--- src/rtl/cpu_wb_pkg.sv ---
// Shared select encodings and writeback FSM state type for the execute-stage result path.
package cpu_wb_pkg;

    localparam logic [2:0] SEL_ADD  = 3'b000;
    localparam logic [2:0] SEL_ALU1 = 3'b001;
    localparam logic [2:0] SEL_ALU2 = 3'b010;
    localparam logic [2:0] SEL_ALU3 = 3'b011;
    localparam logic [2:0] SEL_MUL  = 3'b100;
    localparam logic [2:0] SEL_ALU5 = 3'b101;
    localparam logic [2:0] SEL_RES2 = 3'b110;
    localparam logic [2:0] SEL_ILL  = 3'b111;

    typedef enum logic [1:0] {
        IDLE,
        MUL_WAIT,
        WB_LO,
        WB_HI
    } wb_state_t;

endpackage

--- src/rtl/mul_timeout_cnt.sv ---
// Multiplier wait counter: loads 1 on start, increments per waiting cycle,
// and flags (registered) when the count has reached the timeout limit.
module mul_timeout_cnt #(
    parameter int unsigned MUL_TIMEOUT = 15
) (
    input  logic clk_i,
    input  logic rst_ni,
    input  logic load_i,
    input  logic inc_i,
    output logic at_limit_o
);

    localparam int unsigned CNT_W = $clog2(MUL_TIMEOUT + 1);

    logic [CNT_W-1:0] cnt_q, cnt_d;
    logic             at_limit_q;

    always_comb begin
        cnt_d = cnt_q;
        if (load_i) begin
            cnt_d = CNT_W'(1);
        end else if (inc_i) begin
            cnt_d = cnt_q + CNT_W'(1);
        end
    end

    // Limit flag tracks the next count so it lines up with cnt_q.
    always_ff @(posedge clk_i or negedge rst_ni) begin
        if (!rst_ni) begin
            cnt_q      <= '0;
            at_limit_q <= 1'b0;
        end else begin
            cnt_q      <= cnt_d;
            at_limit_q <= (cnt_d == CNT_W'(MUL_TIMEOUT));
        end
    end

    assign at_limit_o = at_limit_q;

endmodule

--- src/rtl/writeback_ctrl_24b.sv ---
// Sequences ALU, third-source and two-half multiply results onto the single
// register-file write port; stalls issue while a multiply is in flight.
module writeback_ctrl_24b
    import cpu_wb_pkg::*;
#(
    parameter int unsigned DATA_W      = 24,
    parameter int unsigned REG_ADDR_W  = 4,
    parameter int unsigned MUL_TIMEOUT = 15
) (
    input  logic                    clk_i,
    input  logic                    rst_ni,
    input  logic                    start_i,
    input  logic [2:0]              sel_i,
    input  logic [REG_ADDR_W-1:0]   rd_i,
    input  logic [DATA_W-1:0]       alu_result_i,
    input  logic [2*DATA_W-1:0]     mul_result_i,
    input  logic [DATA_W-1:0]       res2_i,
    input  logic                    mul_done_i,
    output logic                    mul_start_o,
    output logic                    reg_we_o,
    output logic [REG_ADDR_W-1:0]   reg_waddr_o,
    output logic [DATA_W-1:0]       reg_wdata_o,
    output logic                    busy_o,
    output logic                    illegal_op_o,
    output logic                    timeout_o
);

    localparam int unsigned PROD_W = 2 * DATA_W;

    wb_state_t               state_q, state_d;
    logic [REG_ADDR_W-1:0]   rd_q, rd_d;
    logic [DATA_W-1:0]       hi_q, hi_d;
    logic                    we_q, we_d;
    logic [REG_ADDR_W-1:0]   waddr_q, waddr_d;
    logic [DATA_W-1:0]       wdata_q, wdata_d;
    logic                    mul_start_q, mul_start_d;
    logic                    illegal_q, illegal_d;
    logic                    timeout_q, timeout_d;
    logic                    busy_q, busy_d;
    logic                    cnt_load, cnt_inc, cnt_at_limit;

    mul_timeout_cnt #(
        .MUL_TIMEOUT (MUL_TIMEOUT)
    ) u_cnt (
        .clk_i      (clk_i),
        .rst_ni     (rst_ni),
        .load_i     (cnt_load),
        .inc_i      (cnt_inc),
        .at_limit_o (cnt_at_limit)
    );

    // Next-state and next-output decode; outputs land one cycle later.
    always_comb begin
        state_d     = state_q;
        rd_d        = rd_q;
        hi_d        = hi_q;
        we_d        = 1'b0;
        waddr_d     = '0;
        wdata_d     = '0;
        mul_start_d = 1'b0;
        illegal_d   = 1'b0;
        timeout_d   = 1'b0;
        cnt_load    = 1'b0;
        cnt_inc     = 1'b0;

        case (state_q)
            IDLE: begin
                if (start_i) begin
                    case (sel_i)
                        SEL_ADD, SEL_ALU1, SEL_ALU2, SEL_ALU3, SEL_ALU5: begin
                            we_d    = 1'b1;
                            waddr_d = rd_i;
                            wdata_d = alu_result_i;
                        end
                        SEL_RES2: begin
                            we_d    = 1'b1;
                            waddr_d = rd_i;
                            wdata_d = res2_i;
                        end
                        SEL_MUL: begin
                            rd_d        = rd_i;
                            mul_start_d = 1'b1;
                            cnt_load    = 1'b1;
                            state_d     = MUL_WAIT;
                        end
                        SEL_ILL: begin
                            illegal_d = 1'b1;
                        end
                    endcase
                end
            end
            MUL_WAIT: begin
                if (mul_done_i) begin
                    we_d    = 1'b1;
                    waddr_d = rd_q;
                    wdata_d = mul_result_i[DATA_W-1:0];
                    hi_d    = mul_result_i[PROD_W-1:DATA_W];
                    state_d = WB_LO;
                end else if (cnt_at_limit) begin
                    timeout_d = 1'b1;
                    state_d   = IDLE;
                end else begin
                    cnt_inc = 1'b1;
                end
            end
            WB_LO: begin
                we_d    = 1'b1;
                waddr_d = rd_q + REG_ADDR_W'(1);
                wdata_d = hi_q;
                state_d = WB_HI;
            end
            WB_HI: begin
                state_d = IDLE;
            end
            default: begin
                state_d = IDLE;
            end
        endcase

        busy_d = (state_d != IDLE);
    end

    always_ff @(posedge clk_i or negedge rst_ni) begin
        if (!rst_ni) begin
            state_q     <= IDLE;
            rd_q        <= '0;
            hi_q        <= '0;
            we_q        <= 1'b0;
            waddr_q     <= '0;
            wdata_q     <= '0;
            mul_start_q <= 1'b0;
            illegal_q   <= 1'b0;
            timeout_q   <= 1'b0;
            busy_q      <= 1'b0;
        end else begin
            state_q     <= state_d;
            rd_q        <= rd_d;
            hi_q        <= hi_d;
            we_q        <= we_d;
            waddr_q     <= waddr_d;
            wdata_q     <= wdata_d;
            mul_start_q <= mul_start_d;
            illegal_q   <= illegal_d;
            timeout_q   <= timeout_d;
            busy_q      <= busy_d;
        end
    end

    assign mul_start_o  = mul_start_q;
    assign reg_we_o     = we_q;
    assign reg_waddr_o  = waddr_q;
    assign reg_wdata_o  = wdata_q;
    assign busy_o       = busy_q;
    assign illegal_op_o = illegal_q;
    assign timeout_o    = timeout_q;

endmodule

--- config.mk ---
export PLATFORM = sky130hd
export DESIGN_NAME = writeback_ctrl_24b
export DESIGN_NICKNAME = d
export VERILOG_FILES = /design/src/rtl/cpu_wb_pkg.sv /design/src/rtl/mul_timeout_cnt.sv /design/src/rtl/writeback_ctrl_24b.sv
export SDC_FILE = /design/constraint.sdc
export NUM_CORES = 1
export LEC_CHECK = 0
export ABC_AREA = 1
export BUFFER_PORTS_ARGS = -buffer_cell sky130_fd_sc_hd__buf_2
export CORE_ASPECT_RATIO = 2
export CORE_MARGIN = 3
export CORE_UTILIZATION = 51
export CTS_CLUSTER_SIZE = 30
export DETAILED_ROUTE_END_ITERATION = 10
export GPL_TIMING_DRIVEN = 0
export PLACE_DENSITY = 0.85
export SLEW_MARGIN = 25
export SYNTH_ARGS = -nofsm -noshare
export SYNTH_HDL_FRONTEND = slang
export SYNTH_SLANG_ARGS = --single-unit
--- constraint.sdc ---
create_clock -name clk_i -period 1.95 [get_ports clk_i]
set_clock_uncertainty 0.2 [all_clocks]
set_input_delay 0.39 -clock clk_i [delete_from_list [all_inputs] [get_ports clk_i]]
set_output_delay 0.39 -clock clk_i [all_outputs]
set_load 0.005 [all_outputs]
==> results.yml <==
detailed_routing:
  ant_nets: 0
  drt_iter0_drc: 175
  drt_wl_total_um: 9010
  detail_route.wl_per_cell_um: 14.8
  drc: 0
  dr_total_vias: 3155
  drt-pass1-iter-count: 4
  vias_per_cell: 5.16
die:
  rows: 39
  die-area_um2: 7130
  start_util: 0.536
  num_io_pins: 140
  design.core.area_um2: 5810
  die_w_um: 61.2
  die_y_um: 116
synth:
  ys_seq_area_frac: 0.547
  synth_edf_count: 0
  ys_types: 25
  syn_inst: 392
  netlist.area_leader.share: 0.547
  syn_nets: 501
  synth_commonest_cells: "227 x nand2_1, 68 x dfrtp_1, 19 x a22oi_1"
  netlist_area_um2: 3110
  synth_area_leader_cell: "dfrtp_1"
  yosysWarnings: 0
  async_flop_share: 1.00
  synth-main-ff-cell: "dfrtp_1"
  synth.most_common_cell: "nand2_1"
  syn_area_per_cell_um2: 7.93
  synth-seq-cells: 68
  synth.area.top_cells: "dfrtp_1 55%, nand2_1 27%, a22oi_1 4.6%, nand3_1 2.4%, buf_2 2.1%"
power_and_ir_drop:
  p_per_area_nw_per_um2: 1410
  p_sw_mw: 1.90
  intPower_mw: 4.19
  clkPwrFrac: 0.347
  p_leak_nw: 2.56
  irDropWorstVdd_uv: 819
  p_seq_frac: 0.374
  p_comb_frac: 0.280
  netSwitchingFraction: 0.312
  fin_total_pwr_mw: 6.09
timing:
  min_period_ps: 1610
  fin_crit_sh: 0.826
  relSlewSlack: 0.695
  fin_tns_setup_ps: 0
  hold_violations: 0
  final_max_slew_viol_count: 0
  report.final.setup_viol: 0
  rsz0062_at_grt: "false"
  fmax_mhz: 621
  tightest_slew_ps: 457
  worst_hold_slack_ps: 44.0
critical_path:
  critPathLaunchType: "flip-flop"
  critical_path_class: "flip-flop to flip-flop"
  r2r-end: "hi_q[21]"
  cp_max_fo: 10
  rr_startpoint: "state_q[1]"
  arrival_ps: 1630
  crit_path_end: "hi_q[21]"
  r2r_setup_slack_ps: 340
  path_cells: "inv_2 -> nand2_2 -> nor2_4 -> inv_2 -> buf_2 -> nand2_1 -> nand2_1"
  crit_path_top_delay_cell: "dfrtp_1"
  reg2reg_depth: 7
  slowest_delay_ps: 400
  end_kind: "flip-flop"
  critical_path.startpoint: "state_q[1]"
  cp.required_ps: 1970
clock_tree:
  cts_buffers: 9
  cts_sinks: 68
  insertion_delay_ps: 330
  cts_buffer_depth: 2
  clk_pin_slew_ps: 60
  post_cts_resized: 0
  root_buffer: "clkbuf_16"
  htreeDepth: 3
  cts_tree: "done"
run_status:
  status: "completed"
grt:
  grt_pass1_vias: 3058
  grt_max_degree: 47
  grt_use_total: 0.267
  antenna_found_initial: 1
  grt_overflow_total: 0
  grt_pass1_wl_um: 13600
hold_path:
  whs_path_depth: 2
  hp-class: "input pin to flip-flop"
layout:
  nets: 653
  stdcell_count: 611
  area_delta_synth_final_pct: 38.7
  nFillCells: 431
  layout-drive-gt1-share: 0.328
placement:
  io_buffers: 139
  gp_congestion: 0.864
  dpl.cell_count: 593
  place_hpwl_um: 6620
flow_run:
  max_cap_viol_count: 0
## sequential cells by signal, indices dropped and copies added, names as in the netlist
name              count
hi_q                 24
reg_wdata_o          24
rd_q                  4
reg_waddr_o           4
u_cnt.cnt_q           4
state_q               2
busy_o                1
illegal_op_o          1
mul_start_o           1
reg_we_o              1
timeout_o             1
u_cnt.at_limit_o      1
## cell families (layout without fill, tap and decap cells)
family                     count (synthesis)  after routing  share of synthesized area
and+or+nand+nor                          257            257                      0.325
DFF                                       68             68                      0.547
buffers and inverters                     32            189                     0.0450
AOI/OAI and AO/OA                         30             30                     0.0664
xor gates and xnor gates                   3              3                    0.00845
adders and majority gates                  2              2                    0.00804
other                                      0              1                          0
## repair_timing
item	4_1_cts	5_1_grt
hold buffers	1	0
hold endpoints to repair	22	0
setup buffers	0	0
## power groups by stage
stage                     sequential [mW]  combinational [mW]  clock (mW)
after floorplan                      2.27               0.970           0
after global placement               2.25                1.61           0
after detailed placement             2.28                1.68           0
after CTS                            2.27                1.71        2.12
after global routing                 2.33                1.94        2.20
final                                2.28                1.70        2.11
## worst min-delay path by stage
stage | slack, ps | start | end
finish | 40 | mul_done_i | timeout_o
global route | 50 | mul_done_i | timeout_o
CTS | 30 | mul_done_i | timeout_o
detailed placement | 110 | rst_ni | reg_wdata_o[16]
global placement | 260 | hi_q[6] | hi_q[6]
floorplan | -110 | rst_ni | busy_o
## cells in the final DEF, fill, tap and decap left out, types with 2 or more instances in the layout
cell type,count
buf_2,151
a22oi_1,19
dfrtp_1,68
nand2_1,227
nor3_1,2
buf_4,2
o21ai_0,4
bufinv_16,5
xnor2_1,2
inv_2,4
nor2_1,7
a21oi_1,4
o211ai_1,2
clkbuf_16,9
ha_1,2
inv_1,12
nand3_1,15
## through the flow
step | setup slack (ps) | area [um^2] | utilization
2_1_floorplan | 615 | 3110 | -
3_3_place_gp | 20.2 | 3880 | 0.669
3_5_place_dp | 305 | 3910 | 0.674
4_1_cts | 347 | 4310 | 0.742
5_1_grt | 242 | 4310 | 0.743
6_report | 340 | 4310 | 0.743
## critical path, delay by kind of cell (launching register included)
| family | cells | cell delay, ps |
|---|---|---|
| buffers and inverters | 3 | 460 |
| and+or+nand+nor | 4 | 440 |
| DFF | 1 | 400 |
## layout make-up
cell class / count / area, um^2 / share of cell area
clock inverters: 7 / 163 / 0.0377
flip-flops and latches: 68 / 1700 / 0.395
clock buffers: 9 / 225 / 0.0522
repair buffers: 141 / 736 / 0.171
multi-input cells: 292 / 1270 / 0.294
well taps: 61 / 76.3 / 0.0177
inverters: 16 / 60.1 / 0.0139
plain buffers: 16 / 80.1 / 0.0186
diodes: 1 / 2.50 / 0.000580
## layer usage
layer	global-route usage	routed length, um	vias up
li1	-	-	1532
met1	0.264	3030	1451
met2	0.475	4990	144
met3	0.0653	609	28
met4	0.162	382	0
met5	0	0	-
(Power assumes the default switching activity.)
